$ cat src/rtl/ec_pkg.sv
// Shared defaults, FSM state encoding and affine point type for the EC scalar multiplier.
package ec_pkg;

  localparam int W_DEF   = 6;
  localparam int K_W_DEF = 6;

  typedef enum logic [3:0] {
    IDLE,
    SCAN,
    DBL,
    DBL_WAIT,
    ADD,
    ADD_WAIT,
    WAIT_LOW,
    NEXT,
    DONE
  } state_t;

  typedef struct packed {
    logic [W_DEF-1:0] x;
    logic [W_DEF-1:0] y;
    logic             inf;
  } point_t;

endpackage

$ cat src/rtl/ec_msb_find.sv
// Combinational leading-one finder: index of the highest set bit of k (0 when k is 0).
module ec_msb_find #(
  parameter int K_W   = 6,
  parameter int IDX_W = 3
) (
  input  logic [K_W-1:0]   k,
  output logic [IDX_W-1:0] idx
);

  always_comb begin
    idx = '0;
    for (int i = 0; i < K_W; i++) begin
      if (k[i]) idx = IDX_W'(i);
    end
  end

endmodule

$ cat src/rtl/ec_scalar_mul.sv
// Left-to-right double-and-add scalar multiplier driving an external point adder.
// Optional adder watchdog with out_err port: define ECSM_TIMEOUT_EN.
module ec_scalar_mul
  import ec_pkg::*;
#(
  parameter int W       = W_DEF,
`ifdef ECSM_TIMEOUT_EN
  parameter int TIMEOUT = 64,
`endif
  parameter int K_W     = K_W_DEF
) (
  input  logic           clk,
  input  logic           rst_n,
  input  logic           in_valid,
  input  logic [W-1:0]   in_Px,
  input  logic [W-1:0]   in_Py,
  input  logic [K_W-1:0] in_k,
  input  logic [W-1:0]   in_prime,
  input  logic [W-1:0]   in_a,
  output logic           pa_in_valid,
  output logic [W-1:0]   pa_Px,
  output logic [W-1:0]   pa_Py,
  output logic [W-1:0]   pa_Qx,
  output logic [W-1:0]   pa_Qy,
  output logic [W-1:0]   pa_prime,
  output logic [W-1:0]   pa_a,
  input  logic           pa_out_valid,
  input  logic [W-1:0]   pa_Rx,
  input  logic [W-1:0]   pa_Ry,
  output logic           busy,
  output logic           out_valid,
  output logic [W-1:0]   out_Rx,
  output logic [W-1:0]   out_Ry,
`ifdef ECSM_TIMEOUT_EN
  output logic           out_inf,
  output logic           out_err
`else
  output logic           out_inf
`endif
);

  localparam int IDX_W = (K_W > 1) ? $clog2(K_W) : 1;

  state_t            state, state_nxt;
  point_t            acc, base;
  logic [K_W-1:0]    k_r;
  logic [W-1:0]      prime_r, a_r;
  logic [IDX_W-1:0]  idx, msb_idx;
  logic              from_add, add_dbl;
  logic              add_is_dbl, issue_dbl, issue_add;
  logic              req_any, req_dbl;
  logic              timeout, err;

  ec_msb_find #(.K_W(K_W), .IDX_W(IDX_W)) u_msb (
    .k   (k_r),
    .idx (msb_idx)
  );

  // acc == P with y == 0 doubles to infinity, so that case is resolved locally
  assign add_is_dbl = (acc.x == base.x) && (acc.y == base.y);
  assign issue_dbl  = (state == DBL) && !acc.inf && (acc.y != '0);
  assign issue_add  = (state == ADD) && !acc.inf &&
                      ((acc.x != base.x) || (add_is_dbl && (acc.y != '0)));

`ifdef ECSM_TIMEOUT_EN
  localparam int CNT_W = (TIMEOUT > 1) ? $clog2(TIMEOUT) : 1;
  logic [CNT_W-1:0] cnt;
  logic             stalled;

  assign stalled = (((state == DBL_WAIT) || (state == ADD_WAIT)) && !pa_out_valid) ||
                   ((state == WAIT_LOW) && pa_out_valid);
  assign timeout = stalled && (cnt == CNT_W'(TIMEOUT - 1));

  always_ff @(posedge clk) begin
    if (!rst_n) begin
      cnt <= '0;
      err <= 1'b0;
    end else begin
      cnt <= (state_nxt != state) ? '0 : (stalled ? cnt + 1'b1 : '0);
      if (state == IDLE && in_valid) err <= 1'b0;
      else if (timeout)              err <= 1'b1;
    end
  end

  assign out_err = (state == DONE) && err;
`else
  assign timeout = 1'b0;
  assign err     = 1'b0;
`endif

  always_ff @(posedge clk) begin
    if (!rst_n) begin
      state    <= IDLE;
      from_add <= 1'b0;
      add_dbl  <= 1'b0;
    end else begin
      state <= state_nxt;
      if (state == DBL) from_add <= 1'b0;
      if (state == ADD) begin
        from_add <= 1'b1;
        add_dbl  <= add_is_dbl;
      end
    end
  end

  always_comb begin
    state_nxt = state;
    case (state)
      IDLE:     if (in_valid) state_nxt = SCAN;
      SCAN:     state_nxt = ((k_r == '0) || (msb_idx == '0)) ? DONE : DBL;
      DBL:      state_nxt = issue_dbl ? DBL_WAIT : (k_r[idx] ? ADD : NEXT);
      DBL_WAIT,
      ADD_WAIT: begin
        if (pa_out_valid) state_nxt = WAIT_LOW;
        else if (timeout) state_nxt = DONE;
      end
      ADD:      state_nxt = issue_add ? ADD_WAIT : NEXT;
      WAIT_LOW: begin
        if (!pa_out_valid) state_nxt = (from_add || !k_r[idx]) ? NEXT : ADD;
        else if (timeout)  state_nxt = DONE;
      end
      NEXT:     state_nxt = (idx == '0) ? DONE : DBL;
      DONE:     state_nxt = IDLE;
      default:  state_nxt = IDLE;
    endcase
  end

  // Datapath registers carry no reset; every job reloads them in IDLE/SCAN
  always_ff @(posedge clk) begin
    case (state)
      IDLE: begin
        if (in_valid) begin
          base    <= '{x: in_Px, y: in_Py, inf: 1'b0};
          k_r     <= in_k;
          prime_r <= in_prime;
          a_r     <= in_a;
        end
      end
      SCAN: begin
        acc <= '{x: base.x, y: base.y, inf: (k_r == '0)};
        idx <= msb_idx - 1'b1;
      end
      DBL:      if (!acc.inf && (acc.y == '0)) acc.inf <= 1'b1;
      DBL_WAIT,
      ADD_WAIT: begin
        if (pa_out_valid) begin
          acc.x <= pa_Rx;
          acc.y <= pa_Ry;
        end
      end
      ADD: begin
        if (acc.inf)                                 acc     <= base;
        else if (!issue_add && (acc.x == base.x))    acc.inf <= 1'b1;
      end
      NEXT:     if (idx != '0) idx <= idx - 1'b1;
      default: ;
    endcase
  end

  always_comb begin
    pa_in_valid = issue_dbl || issue_add;
    req_any     = pa_in_valid || (state == DBL_WAIT) || (state == ADD_WAIT);
    req_dbl     = issue_dbl || (state == DBL_WAIT) ||
                  (issue_add && add_is_dbl) || ((state == ADD_WAIT) && add_dbl);
    pa_Px       = req_any ? acc.x : '0;
    pa_Py       = req_any ? acc.y : '0;
    pa_Qx       = req_any ? (req_dbl ? acc.x : base.x) : '0;
    pa_Qy       = req_any ? (req_dbl ? acc.y : base.y) : '0;
    pa_prime    = req_any ? prime_r : '0;
    pa_a        = req_any ? a_r : '0;
    busy        = (state != IDLE) && (state != DONE);
    out_valid   = (state == DONE);
    out_Rx      = (out_valid && !acc.inf && !err) ? acc.x : '0;
    out_Ry      = (out_valid && !acc.inf && !err) ? acc.y : '0;
    out_inf     = out_valid && acc.inf && !err;
  end

endmodule

$ cat config.mk
export PLATFORM = sky130hd
export DESIGN_NAME = ec_scalar_mul
export DESIGN_NICKNAME = d
export VERILOG_FILES = /design/src/rtl/ec_pkg.sv /design/src/rtl/ec_msb_find.sv /design/src/rtl/ec_scalar_mul.sv
export SDC_FILE = /design/constraint.sdc
export NUM_CORES = 1
export LEC_CHECK = 0
export CAP_MARGIN = 20
export CORE_AREA = 2 2 89 91
export DETAILED_ROUTE_END_ITERATION = 7
export DIE_AREA = 0 0 91 93
export DONT_BUFFER_PORTS = 1
export GPL_TIMING_DRIVEN = 0
export SYNTH_ARGS = -nofsm -noshare
export SYNTH_HDL_FRONTEND = slang
export SYNTH_SLANG_ARGS = --single-unit
$ cat constraint.sdc
create_clock -name clk -period 6.6 [get_ports clk]
set_input_delay 0.66 -clock clk [delete_from_list [all_inputs] [get_ports clk]]
set_output_delay 0.66 -clock clk [all_outputs]
set_load 0.02 [all_outputs]
**Yosys cells after proc, flatten, opt, wreduce, memory -nomap -nowiden**

Cells that the tools add are included.

- Input bits: 46
- Logic and storage cells: 114
- Flip-flop bits (word level): 52

- Reduce and logical (&&, ||, !) cells: 43
- $lt $le $gt $ge: 1
- Multiplexer cells: 38
- Equality and inequality tests: 18
- Add/subtract/negate cells: 2

Operators by type and width:

| operator | count |
|---|---|
| 6-bit two-way mux | 10 |
| 12-bit case mux with 3 select lines | 1 |
| 4-bit case mux with 7 select lines | 1 |
| 12-bit two-way mux | 2 |
| 4-bit two-way mux | 5 |
| 4-bit by 3-bit == test with 1-bit output, second input constant | 4 |
| 1-bit logical AND | 13 |
| 6-bit == test | 2 |
| 6-bit zero test | 2 |
| 3-bit two-way mux | 4 |
| 2-bit two-way mux | 5 |
| 2-bit != test, second input constant | 5 |
| 1-bit logical OR | 9 |
| 3-bit nonzero test | 3 |
| 4-bit by 2-bit == test with 1-bit output, second input constant | 2 |
| 1-bit two-way mux | 7 |
| 3-bit zero test | 2 |
| 6-bit != test | 1 |
| 3-bit case mux with 2 select lines | 1 |
| 2-bit AND reduction | 3 |
| 3-bit AND reduction | 2 |
| 6-bit nonzero test | 1 |
| 3-bit by 1-bit subtractor with 3-bit output, second input constant | 2 |
| 4-bit by 1-bit == test with 1-bit output, second input constant | 1 |
| 11 further kinds | 14 |

**Longest topological paths before layout**

- Word-level depth: 10
- Gate-level depth with buffers: 8
- Mapped depth without buffers: 6

**Cells and area by module**

Synthesis repeated with hierarchy kept, for this count alone.

- Cell total of the unflattened synthesis: 245
- Area, all modules: 2851.5 µm²

Modules (own cells, without submodules):

| module | times used | sequential area each (µm²) | cells each | area an instance (µm²) |
|---|---|---|---|---|
| ec_scalar_mul | 1 | 1501.4 | 239 | 2820.2 |
| ec_msb_find | 1 | 0.0 | 6 | 31.3 |

**Worst setup path before layout**

OpenSTA, ideal clock, no wires.

- Kind: reg-to-output
- Start: register acc[5] in the netlist's numbering
- End: output port pa_Qx[0]
- Arrival time: 2.148 ns
- Path slack: 3.792 ns
- Stages on the path, launching flop included: 7
- Cell sequence: edfxtp_1 > or4_4 > o311ai_2 > o21a_1 > buf_4 > o211ai_1 > a21oi_1

- Word-level cells in the longest chain between the ends: 10
- Elaborated cells between the ends (all ways): 16
- Those cells by class: 1 x eq/ne; 2 x mux; 13 x reduce/logical

Ends and longest elaborated chain:

| item | line | text |
|---|---|---|
| start, declared | ec_scalar_mul.sv:45 | `point_t acc, base;` |
| start signal, assigned | ec_scalar_mul.sv:140 | `acc <= '{x: base.x, y: base.y, inf: (k_r == '0)};` |
| start signal, assigned | ec_scalar_mul.sv:152 | `if (acc.inf) acc <= base;` |
| 6-bit == test | ec_scalar_mul.sv:60 | `assign add_is_dbl = (acc.x == base.x) && (acc.y == base.y);` |
| 1-bit logical AND | ec_scalar_mul.sv:60 |  |
| 1-bit logical AND | ec_scalar_mul.sv:63 | `((acc.x != base.x) \|\| (add_is_dbl && (acc.y != '0)));` |
| 1-bit logical OR | ec_scalar_mul.sv:63 |  |
| 1-bit logical AND | ec_scalar_mul.sv:62 | `assign issue_add = (state == ADD) && !acc.inf &&` |
| 1-bit logical AND | ec_scalar_mul.sv:164 | `(issue_add && add_is_dbl) \|\| ((state == ADD_WAIT) && add_dbl);` |
| 1-bit logical OR | ec_scalar_mul.sv:163 | `req_dbl = issue_dbl \|\| (state == DBL_WAIT) \|\|` |
| 1-bit logical OR | ec_scalar_mul.sv:164 |  |
| 6-bit two-way mux | ec_scalar_mul.sv:167 | `pa_Qx = req_any ? (req_dbl ? acc.x : base.x) : '0;` |
| 6-bit two-way mux * | ec_scalar_mul.sv:167 |  |
| end, declared | ec_scalar_mul.sv:23 | `output logic [W-1:0] pa_Qx,` |

Mark *: on every way between the ends. The rest lies on a longest branch, timed or not.

**Final worst setup path**

- Start: register acc[4] in the netlist's numbering
- End: output port pa_Qy[1]

- Word-level cells in the longest chain between the ends: 10
- Elaborated cells between the ends (all ways): 16
- Those cells by class: 1 x eq/ne; 2 x mux; 13 x reduce/logical

Ends and longest elaborated chain:

| item | line | text |
|---|---|---|
| 6-bit == test | ec_scalar_mul.sv:60 |  |
| 1-bit logical AND | ec_scalar_mul.sv:60 |  |
| 1-bit logical AND | ec_scalar_mul.sv:63 |  |
| 1-bit logical OR | ec_scalar_mul.sv:63 |  |
| 1-bit logical AND | ec_scalar_mul.sv:62 |  |
| 1-bit logical AND | ec_scalar_mul.sv:164 |  |
| 1-bit logical OR | ec_scalar_mul.sv:163 |  |
| 1-bit logical OR | ec_scalar_mul.sv:164 |  |
| 6-bit two-way mux | ec_scalar_mul.sv:168 | `pa_Qy = req_any ? (req_dbl ? acc.y : base.y) : '0;` |
| 6-bit two-way mux * | ec_scalar_mul.sv:168 |  |
| end, declared | ec_scalar_mul.sv:24 | `output logic [W-1:0] pa_Qy,` |

Marked as above.

==> metrics.log <==
INFO  metric fmax = 282 MHz
INFO  metric average_wire_per_cell_in_the_routed_design = 18.2 um
INFO  metric synth-async-reset-ratio = 0%
INFO  metric flip_flop_cell_with_the_highest_count_after_synthesis = sky130_fd_sc_hd__edfxtp_1
INFO  metric io_pins = 98
INFO  metric wl = 6880 um
INFO  metric fp.dieW = 91 um
INFO  metric register_area_share_after_synthesis = 51.3%
INFO  metric cp_endpoint_kind = primary output
INFO  metric count_of_inserted_antenna_diode_cells = 0
INFO  metric power_density = 455 nW/um^2
INFO  metric dp_hpwl = 5280 um
INFO  metric syn-instance-count = 268
INFO  metric comb_power_share = 46.6%
INFO  metric drcViolationCount = 0
INFO  metric die-area = 8460 sq um
INFO  metric place.gp.congestion = 0.868
INFO  metric worstPathArrival = 2890 ps
INFO  metric synth-seq-cells = 52
INFO  metric initial_utilization = 38.9%
INFO  metric cell_with_the_most_instances_after_synthesis = sky130_fd_sc_hd__edfxtp_1
INFO  metric maxCapViolCount = 0
INFO  metric synth.cells.most_frequent = sky130_fd_sc_hd__edfxtp_1, sky130_fd_sc_hd__nor2b_1, sky130_fd_sc_hd__a21oi_1, sky130_fd_sc_hd__and2_1
INFO  metric hold_viol_final = 0
INFO  metric gr-total-overflow = 0
INFO  metric postSynthAreaPerCell = 10.9 sq um
INFO  metric net-switching-power = 0.636 mW
INFO  metric insertion_delay = 300 ps
INFO  metric cts_buffer_depth = 2
INFO  metric period_share = 53.8%
INFO  metric vias = 2,109
INFO  metric crit_chain = or4_4 > o311ai_2 > o21a_1 > buf_4 > o211ai_1 > a21oi_1
INFO  metric timing.critical_path.required = 5940 ps
INFO  metric antenna_violating_nets_post_route = 0
INFO  metric utilization = 41.9%
INFO  metric numPortBuffers = 0
INFO  metric std_cell_rows = 32
INFO  metric cts.sinks = 52
INFO  metric ys_types = 51
INFO  metric synth_edf_count = 46
INFO  metric grt_pass1_vias = 1,897
INFO  metric total_leakage_power = 1.01 nW
INFO  metric critical_path.startpoint_type = flip-flop
INFO  metric viasPerCell = 5.56
INFO  metric placed_cells_incl_taps = 371
INFO  metric die-height = 93 um
INFO  metric grt_start_max_net_pins = 20
INFO  metric htreeDepth = 2
INFO  metric finalSetupViolCount = 0
INFO  metric post_layout_nets = 323
INFO  metric cts_buffers = 5
INFO  metric criticalPathCategory = reg2out
INFO  metric ir_worst_vdd = 0.245 mV
INFO  metric fraction_of_final_layout_cells_sized_beyond_drive_strength_1 = 12.3%
INFO  metric final_critical_path_required_period = 3550 ps
INFO  metric netlist_area = 2930 sq um
INFO  metric globalRouteTotalUtil = 15.9%
INFO  metric ctsHoldBuffers = 0
INFO  metric status = completed
INFO  metric clock_skew = 8.34 ps
INFO  metric grt_first_pass_wirelength = 10,400 um
INFO  metric pwr-share-clk = 12.4%
INFO  metric netlist.top_cell.by_area = sky130_fd_sc_hd__edfxtp_1
INFO  metric tns = 0 ps
INFO  metric yosys_warnings = 0
INFO  metric pwr-share-seq = 41.0%
INFO  metric max_slew_margin = 27.8%
INFO  metric fin_area = 3160 sq um
INFO  metric post_cts_setup_bufs = 0
INFO  metric p_sw_share = 44.3%
INFO  metric multi_input_gate_area = 1300 sq um
INFO  metric n_fill_cell = 736
INFO  metric maxSlewViolCount = 0
INFO  metric rsz0062_at_grt = no
INFO  metric crit_path_max_incr_delay = 580 ps
INFO  metric postCtsResizedCells = 0
INFO  metric cts_root_buffer = sky130_fd_sc_hd__clkbuf_8
INFO  metric design.core.area = 7530 sq um
INFO  metric worst_path_max_delay_cell = sky130_fd_sc_hd__or4_4
INFO  metric cts_tree = built
INFO  metric areaGrowthSynthToFinish = 7.78%
INFO  metric ys_top_cells_by_area = sky130_fd_sc_hd__edfxtp_1, sky130_fd_sc_hd__nor2b_1, sky130_fd_sc_hd__mux2_2
INFO  metric antenna_found_initial = 0
INFO  metric postPlaceCellArea = 3070 sq um
INFO  metric cts.clk_slew.worst_paths = 100 ps
INFO  metric internal_power = 0.801 mW
INFO  metric critical_path.max_fanout = 10
INFO  metric drt_iter0_drc = 167
INFO  metric drt_pre_antenna_iters = 4
INFO  metric min_path_type = in2reg
INFO  metric final-instance-count-excl-fill = 379
INFO  metric timing_worst_slew_pin_value = 1080 ps
INFO  metric synth_fp_nets = 315
INFO  metric synth.top_cell.area_share = 47.2%
INFO  metric area.sequential = 1500 sq um
==> power groups by stage <==
| stage | clock network, mW | registers (mW) | logic, mW |
|---|---|---|---|
| after floorplan | 0 | 0.561 | 0.549 |
| after global placement | 0 | 0.594 | 0.655 |
| after detailed placement | 0 | 0.595 | 0.671 |
| after CTS | 0.184 | 0.588 | 0.673 |
| after global routing | 0.192 | 0.604 | 0.731 |
| final | 0.178 | 0.589 | 0.670 |
==> per-stage QoR <==
stage / setup slack, ps / total power [mW] / hold WS [ps]
4_1_cts: 3050 / 1.44 / 439
5_1_grt: 2900 / 1.53 / 427
3_3_place_gp: 3400 / 1.25 / 445
6_report: 3050 / 1.44 / 449
3_5_place_dp: 3390 / 1.27 / 452
2_1_floorplan: 3790 / 1.11 / 432
==> kinds of logic after synthesis <==
family	share of synthesized area, %
and+or+nand+nor	18.2
xor gates and xnor gates	4.19
buffers and inverters	4.27
AOI/OAI and AO/OA	15.3
DFF	51.3
muxes	6.41
adders and majority gates	0.427
==> cell usage in the layout (no fill, tap or decap), types with 3 or more instances in the layout <==
| master | n |
|---|---|
| sky130_fd_sc_hd__o21ai_0 | 13 |
| sky130_fd_sc_hd__nor2_1 | 12 |
| sky130_fd_sc_hd__nor3_1 | 6 |
| sky130_fd_sc_hd__dfxtp_1 | 6 |
| sky130_fd_sc_hd__mux2i_1 | 3 |
| sky130_fd_sc_hd__and2_1 | 14 |
| sky130_fd_sc_hd__a21oi_1 | 20 |
| sky130_fd_sc_hd__nor2b_1 | 24 |
| sky130_fd_sc_hd__clkbuf_1 | 13 |
| sky130_fd_sc_hd__a211oi_1 | 3 |
| sky130_fd_sc_hd__nand3_1 | 3 |
| sky130_fd_sc_hd__o211ai_1 | 13 |
| sky130_fd_sc_hd__clkbuf_8 | 5 |
| sky130_fd_sc_hd__or3_1 | 3 |
| sky130_fd_sc_hd__nand2_1 | 10 |
| sky130_fd_sc_hd__buf_2 | 4 |
| sky130_fd_sc_hd__xnor2_1 | 10 |
| sky130_fd_sc_hd__edfxtp_1 | 46 |
| sky130_fd_sc_hd__mux2_2 | 12 |
| sky130_fd_sc_hd__or2_2 | 3 |
| sky130_fd_sc_hd__xor2_1 | 4 |
| sky130_fd_sc_hd__inv_1 | 7 |
==> worst max-delay path: cells and delay by family, from the launching register on <==
| family | cells | cell delay (ps) |
|---|---|---|
| compound gates | 4 | 1290 |
| buf+inv | 1 | 190 |
| flops | 1 | 540 |
| simple gates | 1 | 580 |
==> state kept, by name, indices dropped and copies added, names as in the netlist <==
register	flops
k_r	6
add_dbl	1
state	4
a_r	6
from_add	1
idx	3
base	12
prime_r	6
acc	13
==> routing by layer <==
layer / up-vias / track usage [%] / part of all wire [%]
li1: 1008 / - / -
met1: 1000 / 20.8 / 44
met2: 94 / 25.6 / 48
met3: 7 / 5.40 / 7.4
met4: 0 / 4.04 / 1.0
met5: - / 0 / 0
==> area by class of cell <==
| class | count | area share (%) |
|---|---|---|
| clock buffers | 7 | 2.42 |
| plain buffers | 19 | 3.13 |
| clock inverters | 1 | 0.278 |
| flip-flops and latches | 52 | 47.6 |
| multi-input cells | 190 | 41.2 |
| well taps | 102 | 4.04 |
| repair buffers | 1 | 0.476 |
| inverters | 7 | 0.833 |
==> final timing paths <==
| kind | start | to | slack (ps) | depth (start not counted) |
|---|---|---|---|---|
| max | acc[4]$_DFFE_PP_ | pa_Qy[1] | 3050 | 6 |
| min | in_Px[3] | base[10]$_DFFE_PP_ | 450 | 0 |
| max reg2reg | state[2]$_SDFFE_PN0P_ | acc[2]$_DFFE_PP_ | 4210 | 6 |
| min reg2reg | add_dbl$_SDFFE_PN0P_ | add_dbl$_SDFFE_PN0P_ | 470 | 2 |
Note: power is estimated with default switching activity, not from simulation.
